[config.mk]
export PLATFORM = sky130hd
export DESIGN_NAME = time_display_scan
export DESIGN_NICKNAME = d
export VERILOG_FILES = /design/src/rtl/clock_disp_pkg.sv /design/src/rtl/bcd_to_seg7.sv /design/src/rtl/time_display_scan.sv
export SDC_FILE = /design/constraint.sdc
export NUM_CORES = 1
export LEC_CHECK = 0
export BUFFER_PORTS_ARGS = -buffer_cell sky130_fd_sc_hd__buf_2
export CAP_MARGIN = 20
export CORE_MARGIN = 3
export CORE_UTILIZATION = 40
export DETAILED_ROUTE_END_ITERATION = 10
export HOLD_SLACK_MARGIN = 0.05
export PLACE_DENSITY = 0.66
export SLEW_MARGIN = 20
export SYNTH_ARGS = -nofsm -noshare
export SYNTH_HDL_FRONTEND = slang
export SYNTH_HIERARCHICAL = 1
export SYNTH_SLANG_ARGS = --single-unit
[constraint.sdc]
create_clock -name clk -period 3.4 [get_ports clk]
set_clock_uncertainty 0.2 [all_clocks]
set_input_delay 0 -clock clk [delete_from_list [all_inputs] [get_ports clk]]
set_output_delay 0 -clock clk [all_outputs]
set_load 0.005 [all_outputs]
[src/rtl/clock_disp_pkg.sv]
// Shared constants and types for the time display scanner.
//   NUM_DIGITS    : number of multiplexed digit slots (hh:mm:ss)
//   SEG_*         : 7-bit active-high segment glyphs, bit order {g,f,e,d,c,b,a}
//   slot_idx_t    : index of the currently scanned digit slot
package clock_disp_pkg;

    localparam int NUM_DIGITS = 6;

    localparam logic [6:0] SEG_0    = 7'h3F;
    localparam logic [6:0] SEG_1    = 7'h06;
    localparam logic [6:0] SEG_2    = 7'h5B;
    localparam logic [6:0] SEG_3    = 7'h4F;
    localparam logic [6:0] SEG_4    = 7'h66;
    localparam logic [6:0] SEG_5    = 7'h6D;
    localparam logic [6:0] SEG_6    = 7'h7D;
    localparam logic [6:0] SEG_7    = 7'h07;
    localparam logic [6:0] SEG_8    = 7'h7F;
    localparam logic [6:0] SEG_9    = 7'h6F;
    localparam logic [6:0] SEG_DASH = 7'h40;
    localparam logic [6:0] SEG_OFF  = 7'h00;

    typedef logic [2:0] slot_idx_t;

endpackage

[src/rtl/bcd_to_seg7.sv]
// Combinational BCD nibble to 7-segment decoder.
//   nibble_i : 4-bit value; 0-9 map to digit glyphs, A-F to a dash
//   seg_o    : active-high segments {g,f,e,d,c,b,a}
module bcd_to_seg7
    import clock_disp_pkg::*;
(
    input  logic [3:0] nibble_i,
    output logic [6:0] seg_o
);

    always_comb begin
        seg_o = SEG_OFF;
        case (nibble_i)
            4'd0:    seg_o = SEG_0;
            4'd1:    seg_o = SEG_1;
            4'd2:    seg_o = SEG_2;
            4'd3:    seg_o = SEG_3;
            4'd4:    seg_o = SEG_4;
            4'd5:    seg_o = SEG_5;
            4'd6:    seg_o = SEG_6;
            4'd7:    seg_o = SEG_7;
            4'd8:    seg_o = SEG_8;
            4'd9:    seg_o = SEG_9;
            default: seg_o = SEG_DASH;
        endcase
    end

endmodule

[src/rtl/time_display_scan.sv]
// Scans a BCD hh:mm:ss time word onto a six-digit common-anode 7-segment display.
// The time word is captured once per scan frame so a frame never mixes digits
// from two different seconds. Each digit slot starts with one dark guard cycle
// to avoid ghosting when the digit enable moves.
//   clk        : system clock
//   rst        : synchronous active-high reset
//   time_bcd   : {Ht,Hu,Mt,Mu,St,Su} BCD nibbles
//   colon_en   : light DP on the Mu and Hu digits
//   blank      : force all digits dark (scanning continues)
//   dig_n      : active-low digit enables, bit i = slot i
//   seg_n      : active-low segments {dp,g,f,e,d,c,b,a}
//   frame_done : one-cycle pulse after the last slot of a frame ends
module time_display_scan
    import clock_disp_pkg::*;
#(
    parameter int SCAN_DIV = 50000,
    parameter bit LZ_BLANK = 1'b1
) (
    input  logic        clk,
    input  logic        rst,
    input  logic [23:0] time_bcd,
    input  logic        colon_en,
    input  logic        blank,
    output logic [5:0]  dig_n,
    output logic [7:0]  seg_n,
    output logic        frame_done
);

    localparam int CNT_W = $clog2(SCAN_DIV);
    localparam logic [CNT_W-1:0] DIV_LAST  = CNT_W'(SCAN_DIV - 1);
    localparam slot_idx_t        SLOT_LAST = slot_idx_t'(NUM_DIGITS - 1);

    logic [CNT_W-1:0] div_cnt_q, div_cnt_d;
    slot_idx_t        idx_q, idx_d;
    logic [23:0]      snap_q, snap_d;
    logic [5:0]       dig_n_q, dig_n_d;
    logic [7:0]       seg_n_q, seg_n_d;
    logic             frame_done_q, frame_done_d;

    logic             div_wrap;
    logic             frame_end;
    logic [3:0]       nibble;
    logic [6:0]       seg_on;
    logic             dp;
    logic             dark;

    assign div_wrap  = (div_cnt_q == DIV_LAST);
    assign frame_end = div_wrap && (idx_q == SLOT_LAST);

    // Prescaler, slot counter and per-frame snapshot.
    always_comb begin
        div_cnt_d = div_wrap ? '0 : div_cnt_q + CNT_W'(1);
        idx_d     = idx_q;
        if (div_wrap) begin
            idx_d = frame_end ? slot_idx_t'(0) : slot_idx_t'(idx_q + 3'd1);
        end
        snap_d = frame_end ? time_bcd : snap_q;
    end

    always_comb begin
        nibble = 4'h0;
        case (idx_q)
            3'd0:    nibble = snap_q[3:0];
            3'd1:    nibble = snap_q[7:4];
            3'd2:    nibble = snap_q[11:8];
            3'd3:    nibble = snap_q[15:12];
            3'd4:    nibble = snap_q[19:16];
            3'd5:    nibble = snap_q[23:20];
            default: nibble = 4'h0;
        endcase
    end

    bcd_to_seg7 u_dec (
        .nibble_i (nibble),
        .seg_o    (seg_on)
    );

    // Colon DP sits on the units digits of minutes and hours.
    assign dp = colon_en && ((idx_q == 3'd2) || (idx_q == 3'd4));

    // A leading-zero hours digit reuses the guard path so slot timing is untouched.
    assign dark = (div_cnt_q == '0) || blank ||
                  (LZ_BLANK && (idx_q == SLOT_LAST) && (snap_q[23:20] == 4'h0));

    always_comb begin
        dig_n_d      = dark ? 6'h3F : ~(6'b000001 << idx_q);
        seg_n_d      = dark ? 8'hFF : ~{dp, seg_on};
        frame_done_d = frame_end;
    end

    always_ff @(posedge clk) begin
        if (rst) begin
            div_cnt_q    <= '0;
            idx_q        <= '0;
            snap_q       <= 24'h000000;
            dig_n_q      <= 6'h3F;
            seg_n_q      <= 8'hFF;
            frame_done_q <= 1'b0;
        end else begin
            div_cnt_q    <= div_cnt_d;
            idx_q        <= idx_d;
            snap_q       <= snap_d;
            dig_n_q      <= dig_n_d;
            seg_n_q      <= seg_n_d;
            frame_done_q <= frame_done_d;
        end
    end

    assign dig_n      = dig_n_q;
    assign seg_n      = seg_n_q;
    assign frame_done = frame_done_q;

endmodule

-- Yosys cells after proc, flatten, opt, wreduce, memory -nomap -nowiden
Memories as Yosys holds them, arrays and structs flattened.
Cells that the tools add are included.
- add/subtract/negate cells: 2
- eq/ne operators: 6
- shifts and indexed selects: 1
- multiplexer cells: 2
- bitwise operators: 2
- reduce and logical (&&, ||, !) cells: 11
- operators by type and width (cell ; number):
    $pmux W4 S6 ; 1
    $add A16 B1 Y16 const B ; 1
    $eq A16 B16 Y1 const B ; 1
    $logic_not A16 Y1 ; 1
    $not A8 Y8 ; 1
    $eq A3 B2 Y1 const B ; 2
    $eq A3 B3 Y1 const B ; 2
    $not A6 Y6 ; 1
    $shl A1 B3 Y6 const A ; 1
    $logic_not A4 Y1 ; 1
    $reduce_or A2 Y1 ; 2
    $add A3 B1 Y3 const B ; 1
    $eq A3 B1 Y1 const B ; 1
    $logic_and A1 B1 Y1 ; 3
    $logic_not A3 Y1 ; 1
    $logic_or A1 B1 Y1 ; 3
    $mux W3 ; 1
- flip-flop bits (word level): 58
- ROM bits: 112
- bits of input ports: 28
- output and inout bits: 15
- memories kept: 1
- memory list (name ; words ; width ; rd ports ; clocked after memory_dff ; wr ports ; RTL line ; source):
    (name not given) ; 16 ; 7 ; 1 ; 0 ; 0 ; bcd_to_seg7.sv:13 ; case (nibble_i)

-- Depth between registers and ports, before layout
Gate-level depths: netlist of the first run.
- depth in word-level cells: 4
- mapped depth: 12
- depth with buffers taken out: 11

-- Hierarchy
The synthesis of the first run kept the hierarchy.
- modules (own cells, without submodules) (module ; times used ; cells each ; area each (um^2)):
    time_display_scan ; 1 ; 218 ; 2230.9
    bcd_to_seg7 ; 1 ; 29 ; 227.7

-- Least setup slack after synthesis of the first run
No wires, ideal clock.
- kind: register to register
- start point: reg idx_q[1]
- end point: reg seg_n_q[0] (netlist: seg_n[0])
- library setup time: 126 ps
- arrival: 2309 ps
- path slack: 765 ps
- stages on the path, launching flop included: 11
- path buffers: 1
- path through: dfxtp_1 -> inv_1 -> ha_1 -> clkbuf_1 -> a221oi_1 -> o21ai_0 -> inv_1 -> ha_1 -> mux2_2 -> o22ai_1 -> nand2_1
- longest elaborated chain between the ends: 4
- elaborated cells between the ends (all ways): 12
- those cells by class: eq/ne: 5; mux: 1; bitwise: 1; reduce/logical: 4; memory: 1
- ends and longest elaborated chain (what ; RTL line ; source):
    from (decl) ; time_display_scan.sv:34 ; slot_idx_t idx_q, idx_d;
    from (signal assigned) ; time_display_scan.sv:101 ; idx_q <= idx_d;
    $eq A3 B3 Y1 (tied with other cells) ; time_display_scan.sv:62 ; case (idx_q)
    $pmux W4 S6 * ; time_display_scan.sv:62 ;
    net nibble[1] ; time_display_scan.sv:42 ; logic [3:0] nibble;
    $mem_v2 Z16 W7 * ; - ;
    net seg_on[0] ; time_display_scan.sv:43 ; logic [6:0] seg_on;
    $not A8 Y8 * ; time_display_scan.sv:87 ; seg_n_d = dark ? 8'hFF : ~{dp, seg_on};
    to (signal assigned) ; time_display_scan.sv:104 ; seg_n_q <= seg_n_d;
    to (decl) ; time_display_scan.sv:37 ; logic [7:0] seg_n_q, seg_n_d;
The timed path passes the listed nets; every way through them passes the cells marked *.
A chain may end at the register's enable or synchronous reset.

-- Worst setup path in the final report of the first run
- start point: reg div_cnt_q[0]
- end point: reg seg_n_q[7] (netlist: seg_n[7])
- longest elaborated chain between the ends: 4
- ends and longest elaborated chain (what ; RTL line ; source):
    from (decl) ; time_display_scan.sv:33 ; logic [CNT_W-1:0] div_cnt_q, div_cnt_d;
    from (signal assigned) ; time_display_scan.sv:100 ; div_cnt_q <= div_cnt_d;
    $logic_not A16 Y1 ; time_display_scan.sv:82 ; assign dark = (div_cnt_q == '0) || blank ||
    $logic_or A1 B1 Y1 (2 in series) ; time_display_scan.sv:82 ;
    $reduce_or A2 Y1 (no source line) ; - ;
Every way passes these cells.

==> summary.md, run 1 <==
| Metric | Value |
|---|---|
| Root buffer cell | clkbuf_8 |
| Status | finished, final reports clean |
| Synthesized Nets | 288 |
| Die H | between 80 and 90 um |
| Routing usage on met3 | under 10% |
| Setup ws final | about 0.35 ns |
| Predominant post-synthesis flop cell | dfxtp_1 |
| Slew Viols, Final | 0 |
| # H-tree levels | 3 |
| Iteration-0 DRC Markers | ~110 |
| Most common cell after layout, fill and taps aside | dfxtp_1 |
| Reg2Reg Setup Slack | between 0.3 and 0.4 ns |
| Hold_buf cts | 28 |
| Worst hold stages | 3 |
| Crit-path max FO | 11 |
| Layout cells sized above 1 | about 22% |
| Pin count of the biggest net entering global routing | 27 |
| Final hold violations | 0 |
| Post-synth EDFFs | 0 |
| Die W | 84.4 um |
| Worst-skew pair later-pin latency | ~0.33 ns |
| DPL Wire Length | around 3500 um |
| CP Capture Type | flop |
| VDD IR max | roughly 0.00022 V |
| Die footprint | just over 0.007 mm2 |
| Critical-path cell list | inv_1 > ha_1 > or4b_2 > o41ai_1 > a31oi_1 > nand3_1 > dlygate4sd3_1 |
| Core box area | approximately 0.0057 mm2 |
| Clock Sinks | a little under 60 |
| Post-route DRC violation count | 0 |
| Hold WC Path Type | input pin to flop |
| First-pass GRT wire length | 8940 um |
| Post-synth cell types | 42 |
| Routability cong. | between 0.8 and 0.9 |
| Met1 usage | 19.3% |
| ANT nets after route | 0 |
| Seq cells post-synth | 58 |
| TritonCTS clock tree | yes |
| Vias/cell | approximately 5.2 |
| Final instance area | ~0.0032 mm2 |
| Yosys warns | 6 |
| # rows | 27 |
| Leakage power | 1.27 nW |
| Max Cap Viol | 0 |
| N_diodes | 0 |
| FMAX | roughly 330 MHz |
| Final WL | around 5400 um |
| Layer with the highest usage | met2 |
| Top Ports | 43 |
| Vias | roughly 2.1k |
| DR WL/cell | roughly 14 um |
| Worst R2R Path Depth | 7 |
| CP Data Required Time | 3.47 ns |
| Kind of start point of the critical path | flop |
| Slew @ Worst Pin | ~1 ns |
| Fin crit period | just over 3 ns |
| Post-Syn Area per Cell | 9.95 um2 |
| Post-Syn Area | around 0.0025 mm2 |
| Final period util | between 80% and 90% |
| Layout area overhead | 30.5% |
| CP Class | flop to flop |
| WHS | about 0.20 ns |
| RSZ-0062 raised after global routing | false |
| Rel. slew slack | between 30% and 40% |
| Post_cts resized | 0 |
| Placed Area | about 0.0027 mm2 |
| Setup-failing EPs final | 0 |
| Vias in the first global route | around 2.0k |
| Total negative slack | 0 ns |
| Layout Nets | ~360 |
| Clock-pin slew on the worst setup and hold paths | 0.07 ns |
| Met2 usage in global routing | between 20% and 30% |
| Ys async rst share | 0% |
| Total track usage | roughly 16% |
| # Post-CTS Setup Buffers | 0 |
| Pre-CTS setup slack | 0.521 ns |
| Initial antenna violation count | 0 |
| Most frequent cells in the layout | dfxtp_1 (58), buf_2 (43), dlygate4sd3_1 (28) |
| Length of the first detailed-routing pass in iterations | 4 |
| Max stage delay on crit path | between 0.5 and 0.6 ns |
| Register area share after synthesis | between 40% and 50% |
| Worst-case clock buffer depth | 2 |
| Global-route congestion overflow total | 0 |
| Crit path DAT | between 3 and 4 ns |
| Pwr Total | 1.40 mW |
| Initial core utilization | 43.1% |
| Power Density | about 440 mW/mm2 |
| Cts bufs inserted | 9 |
| Buffers on Ports | between 40 and 50 |
| CP max-delay cell | or4b_2 |
| Post-Syn Instances | between 200 and 250 |
[state kept, by name, indices dropped and copies added (netlist names)]
| signal | count |
|---|---|
| dig_n | 6 |
| idx_q | 3 |
| frame_done | 1 |
| snap_q | 24 |
| seg_n | 8 |
| div_cnt_q | 16 |
[path summary, 6_finish.rpt]
path	startpoint	end
worst max register to register	div_cnt_q[0]	seg_n[7]
worst max-delay path	div_cnt_q[0]	seg_n[7]
worst min register to register	div_cnt_q[0]	div_cnt_q[0]
worst min-delay path	time_bcd[2]	snap_q[2]
[metal layers]
metal | up-vias | wire length, um
li1 | 1036 | -
met1 | 953 | 2540
met2 | 59 | 2460
met3 | 12 | 261
met4 | 0 | 141
met5 | - | 0
[kinds of logic after synthesis]
logic type	synth area share (%)
flip-flops	47.2
AO/OA/AOI/OAI	18.1
buffers and inverters	5.50
multiplexers	0.458
AND/OR/NAND/NOR	16.8
XOR/XNOR	5.34
adder cells (fa/ha/maj)	6.62
[where the power goes]
part	internal (mW)	leakage (nW)	total, mW	switching, mW
clock network	0.358	0.0945	0.636	0.278
logic	0.0432	0.703	0.0733	0.0302
registers	0.688	0.469	0.692	0.00415
[synth_stat cells (2+ instances only)]
library cell | number | area [um2]
dfxtp_1 | 58 | 1160
o21ai_0 | 6 | 30.0
buf_6 | 4 | 45.0
nand2_1 | 17 | 63.8
nand3_1 | 9 | 45.0
xnor2_1 | 13 | 114
ha_1 | 13 | 163
clkbuf_1 | 7 | 26.3
nor3_1 | 4 | 20.0
a221oi_1 | 4 | 35.0
buf_2 | 3 | 15.0
nor2b_1 | 3 | 18.8
nand2b_1 | 2 | 12.5
a22o_1 | 24 | 210
a222oi_1 | 2 | 20.0
xor2_1 | 2 | 17.5
a21oi_1 | 2 | 10.0
inv_1 | 13 | 48.8
nor4_1 | 5 | 31.3
a21o_1 | 3 | 22.5
nand4_1 | 5 | 31.3
a22oi_1 | 3 | 22.5
nor2_1 | 23 | 86.3
a31oi_1 | 2 | 12.5
o22ai_1 | 3 | 18.8
[metrics by stage]
stage	instances	util [%]
5_1_grt	397	56.2
2_1_floorplan	247	-
3_3_place_gp	352	47.5
3_5_place_dp	352	47.6
6_report	397	56.2
4_1_cts	396	56.1
[worst max-delay path: cells and delay by family, from the launching register on]
family,cells,cell delay [ns]
and+or+nand+nor,2,0.79
AOI/OAI and AO/OA,2,0.92
adders and majority gates,1,0.15
DFF,1,0.33
buffers and inverters,2,0.61
[area by class of cell]
cell class | count | area [um2]
sequential | 58 | 1160
clock inverter | 6 | 66.3
timing repair buffer | 76 | 533
fill | 523 | 2500
multi-input combinational | 162 | 1170
clock buffer | 10 | 138
inverter | 13 | 48.8
tap | 72 | 90.1
Power figures use the tool's default switching activity.
==> run 2: changes to the inputs <==
--- a/config.mk
+++ b/config.mk
@@ -5,7 +5,7 @@
 export SDC_FILE = /design/constraint.sdc
 export NUM_CORES = 1
 export LEC_CHECK = 0
-export BUFFER_PORTS_ARGS = -buffer_cell sky130_fd_sc_hd__buf_2
+export BUFFER_PORTS_ARGS = -buffer_cell sky130_fd_sc_hd__clkbuf_2
 export CAP_MARGIN = 20
 export CORE_MARGIN = 3
 export CORE_UTILIZATION = 40
==> run 2 against run 1 <==
Effect of this change: utilization is 0.26 points lower; hold slack lost 0.0044 ns; power fell by 1.5%; critical path depth unchanged; sequential cell count is the same; wire length decreased by 2.4%; sequential share of layout area grew 0.17 points; combinational power hardly changed; largest cell class unchanged.
==> summary.md, run 2 (synthesis results as in run 1) <==
| Metric | Value |
|---|---|
| Slew Viols, Final | 0 (unchanged) |
| Final WL | 5270 um (-2.4%) |
| Final period util | 89.3% (-0.44 points) |
| Leakage power | 1.28 nW (+0.78%) |
| Routability cong. | 0.809 (+0.47%) |
| Setup-failing EPs final | 0 (unchanged) |
| Vias/cell | 5.08 (-2.0%) |
| Total track usage | 16.0% (+0.41 points) |
| Vias in the first global route | 1964 (+0.051%) |
| Post-Place Cells | 352 (unchanged) |
| Most common cell after layout, fill and taps aside | dfxtp_1 |
| Hold WC Path Type | input pin to flop |
| Logic pwr share | 5.3% (about the same) |
| RSZ-0062 raised after global routing | false |
| Clock share of power | 44.5% (-0.9 points) |
| Critical-path cell list | inv_1 > ha_1 > or4b_2 > o41ai_1 > a31oi_1 > nand3_1 > dlygate4sd3_1 |
| Fin crit period | 3.04 ns (-0.0148 ns) |
| FMAX | 329 MHz (+0.49%) |
| Rel. slew slack | 34.7% (+1.6 points) |
| Total negative slack | 0 ns (unchanged) |
| CP Data Required Time | 3.48 ns (about the same) |
| Global-route congestion overflow total | 0 (unchanged) |
| DR WL/cell | 13.3 um (-2.1%) |
| ANT nets after route | 0 (unchanged) |
| Final hold violations | 0 (unchanged) |
| Power Density | 432 mW/mm2 (-1.1%) |
| Layout cells sized above 1 | 22.2% (-0.24 points) |
| Root buffer cell | clkbuf_8 |
| Post-route DRC violation count | 0 (unchanged) |
| Status | finished, final reports clean |
| N_diodes | 0 (unchanged) |
| Internal Power | 1.07 mW (-2.1%) |
| # H-tree levels | 3 (unchanged) |
| Worst Path Buf+Inv | 2 (unchanged) |
| Layout Nets | 360 (-0.28%) |
| Critical hold path startpoint | time_bcd[2] |
| Worst-case clock buffer depth | 2 (unchanged) |
| Cts bufs inserted | 9 (unchanged) |
| Buffers on Ports | 42 (unchanged) |
| Max stage delay on crit path | 0.58 ns (about the same) |
| P_sw | 0.314 mW (+0.59%) |
| TritonCTS clock tree | yes |
| Pin count of the biggest net entering global routing | 27 (unchanged) |
| Max reg flops | 24 (unchanged) |
| Top Ports | 43 (unchanged) |
| Worst-skew pair later-pin latency | 0.34 ns (about the same) |
| Crit path DAT | 3.12 ns (about the same) |
| Crit-path leading delay family | compound AO/OA/AOI/OAI gates |
| CP Class | flop to flop |
| First-pass GRT wire length | 9090 um (+1.7%) |
| Switching Fraction | 22.8% (+0.48 points) |
| Slew @ Worst Pin | 0.975 ns (-0.0235 ns) |
| Die H | 84.4 um (unchanged) |
| Vias | 2013 (-2.3%) |
| Die footprint | 0.00712 mm2 (unchanged) |
| Largest Register | snap_q |
| Iteration-0 DRC Markers | 136 (+26%) |
| CP Capture Type | flop |
| Filler cells | 517 (-1.1%) |
| Initial core utilization | 43.1% (unchanged) |
| Seq pwr share | 50.2% (+0.8 points) |
| Crit-path max FO | 11 (unchanged) |
| Initial antenna violation count | 0 (unchanged) |
| Kind of start point of the critical path | flop |
| Worst Setup SP | div_cnt_q[0] |
| # rows | 27 (unchanged) |
| FF-to-FF Start | div_cnt_q[0] |
| Clock Sinks | 58 (unchanged) |
| Fin util | 55.9% (-0.26 points) |
| WHS | 0.197 ns (-0.00444 ns) |
| # Post-CTS Setup Buffers | 0 (unchanged) |
| Core box area | 0.00571 mm2 (unchanged) |
| Length of the first detailed-routing pass in iterations | 4 (unchanged) |
| CP max-delay cell | or4b_2 |
| Die W | 84.4 um (unchanged) |
| Fin cells | 396 (-0.25%) |
| Layout area overhead | 29.9% |
| Max Cap Viol | 0 (unchanged) |
| DPL Wire Length | 3510 um (-1.0%) |
| Clock-pin slew on the worst setup and hold paths | 0.07 ns (about the same) |
| VDD IR max | 0.000291 V (+32%) |
| Most frequent cells in the layout | dfxtp_1 (58), clkbuf_2 (42), dlygate4sd3_1 (28) |
run 2: cell types whose count changed in the layout (fill, tap and decap cells not counted), sizes merged:
cell / delta
clkbuf: +41
buf: -43
clkinvlp: +1
run 2: worst paths after layout:
| kind | cells past startpoint | slack (ns) | end |
|---|---|---|---|
| max | 7 | 0.36 | seg_n[7] |
| min | 3 | 0.20 | snap_q[2] |
| max reg2reg | 7 | 0.36 | seg_n[7] |
| min reg2reg | 1 | 0.27 | div_cnt_q[0] |
run 2: metal layers:
layer | wire length (um) | vias up | GRT usage [%]
met2 | 2330 | 52 | 24.4
met1 | 2490 | 913 | 19.9
met3 | 303 | 13 | 6.08
met5 | 0 | - | 0
li1 | - | 1035 | -
met4 | 145 | 0 | 7.48
run 2: tightest hold or removal path: cells and delay by family:
kind | cells | cell delay, ns
AOI/OAI and AO/OA | 1 | 0.10
buffers and inverters | 2 | 0.61
run 2: power by group through the flow:
stage	Combinational, mW	Sequential (mW)	Clock (mW)
5_1_grt	0.0822	0.693	0.661
4_1_cts	0.0732	0.693	0.631
6_report	0.0733	0.693	0.614
3_3_place_gp	0.0476	0.708	0
2_1_floorplan	0.0215	0.708	0
3_5_place_dp	0.0493	0.708	0
run 2: layout make-up:
| class | count | area [um2] | share of cell area (%) |
|---|---|---|---|
| multi-input cells | 162 | 1170 | 36.7 |
| flip-flops and latches | 58 | 1160 | 36.4 |
| repair buffers | 75 | 528 | 16.5 |
| clock buffers | 9 | 124 | 3.88 |
| well taps | 72 | 90.1 | 2.82 |
| clock inverters | 7 | 70.1 | 2.19 |
| inverters | 13 | 48.8 | 1.53 |
run 2: what timing repair did:
item / CTS / global route
setup endpoints to repair: 0 / 0
resized for setup: 0 / 0
hold buffers: 28 / 0
endpoints found under the hold margin: 43 / 0
run 2: per-stage QoR:
stage | cell area (um2) | setup slack [ns] | power (mW)
2_1_floorplan | 2460 | 0.765 | 0.730
3_3_place_gp | 2710 | 0.669 | 0.756
3_5_place_dp | 2720 | 0.506 | 0.758
4_1_cts | 3190 | 0.341 | 1.40
5_1_grt | 3190 | 0.188 | 1.44
6_report | 3190 | 0.364 | 1.38
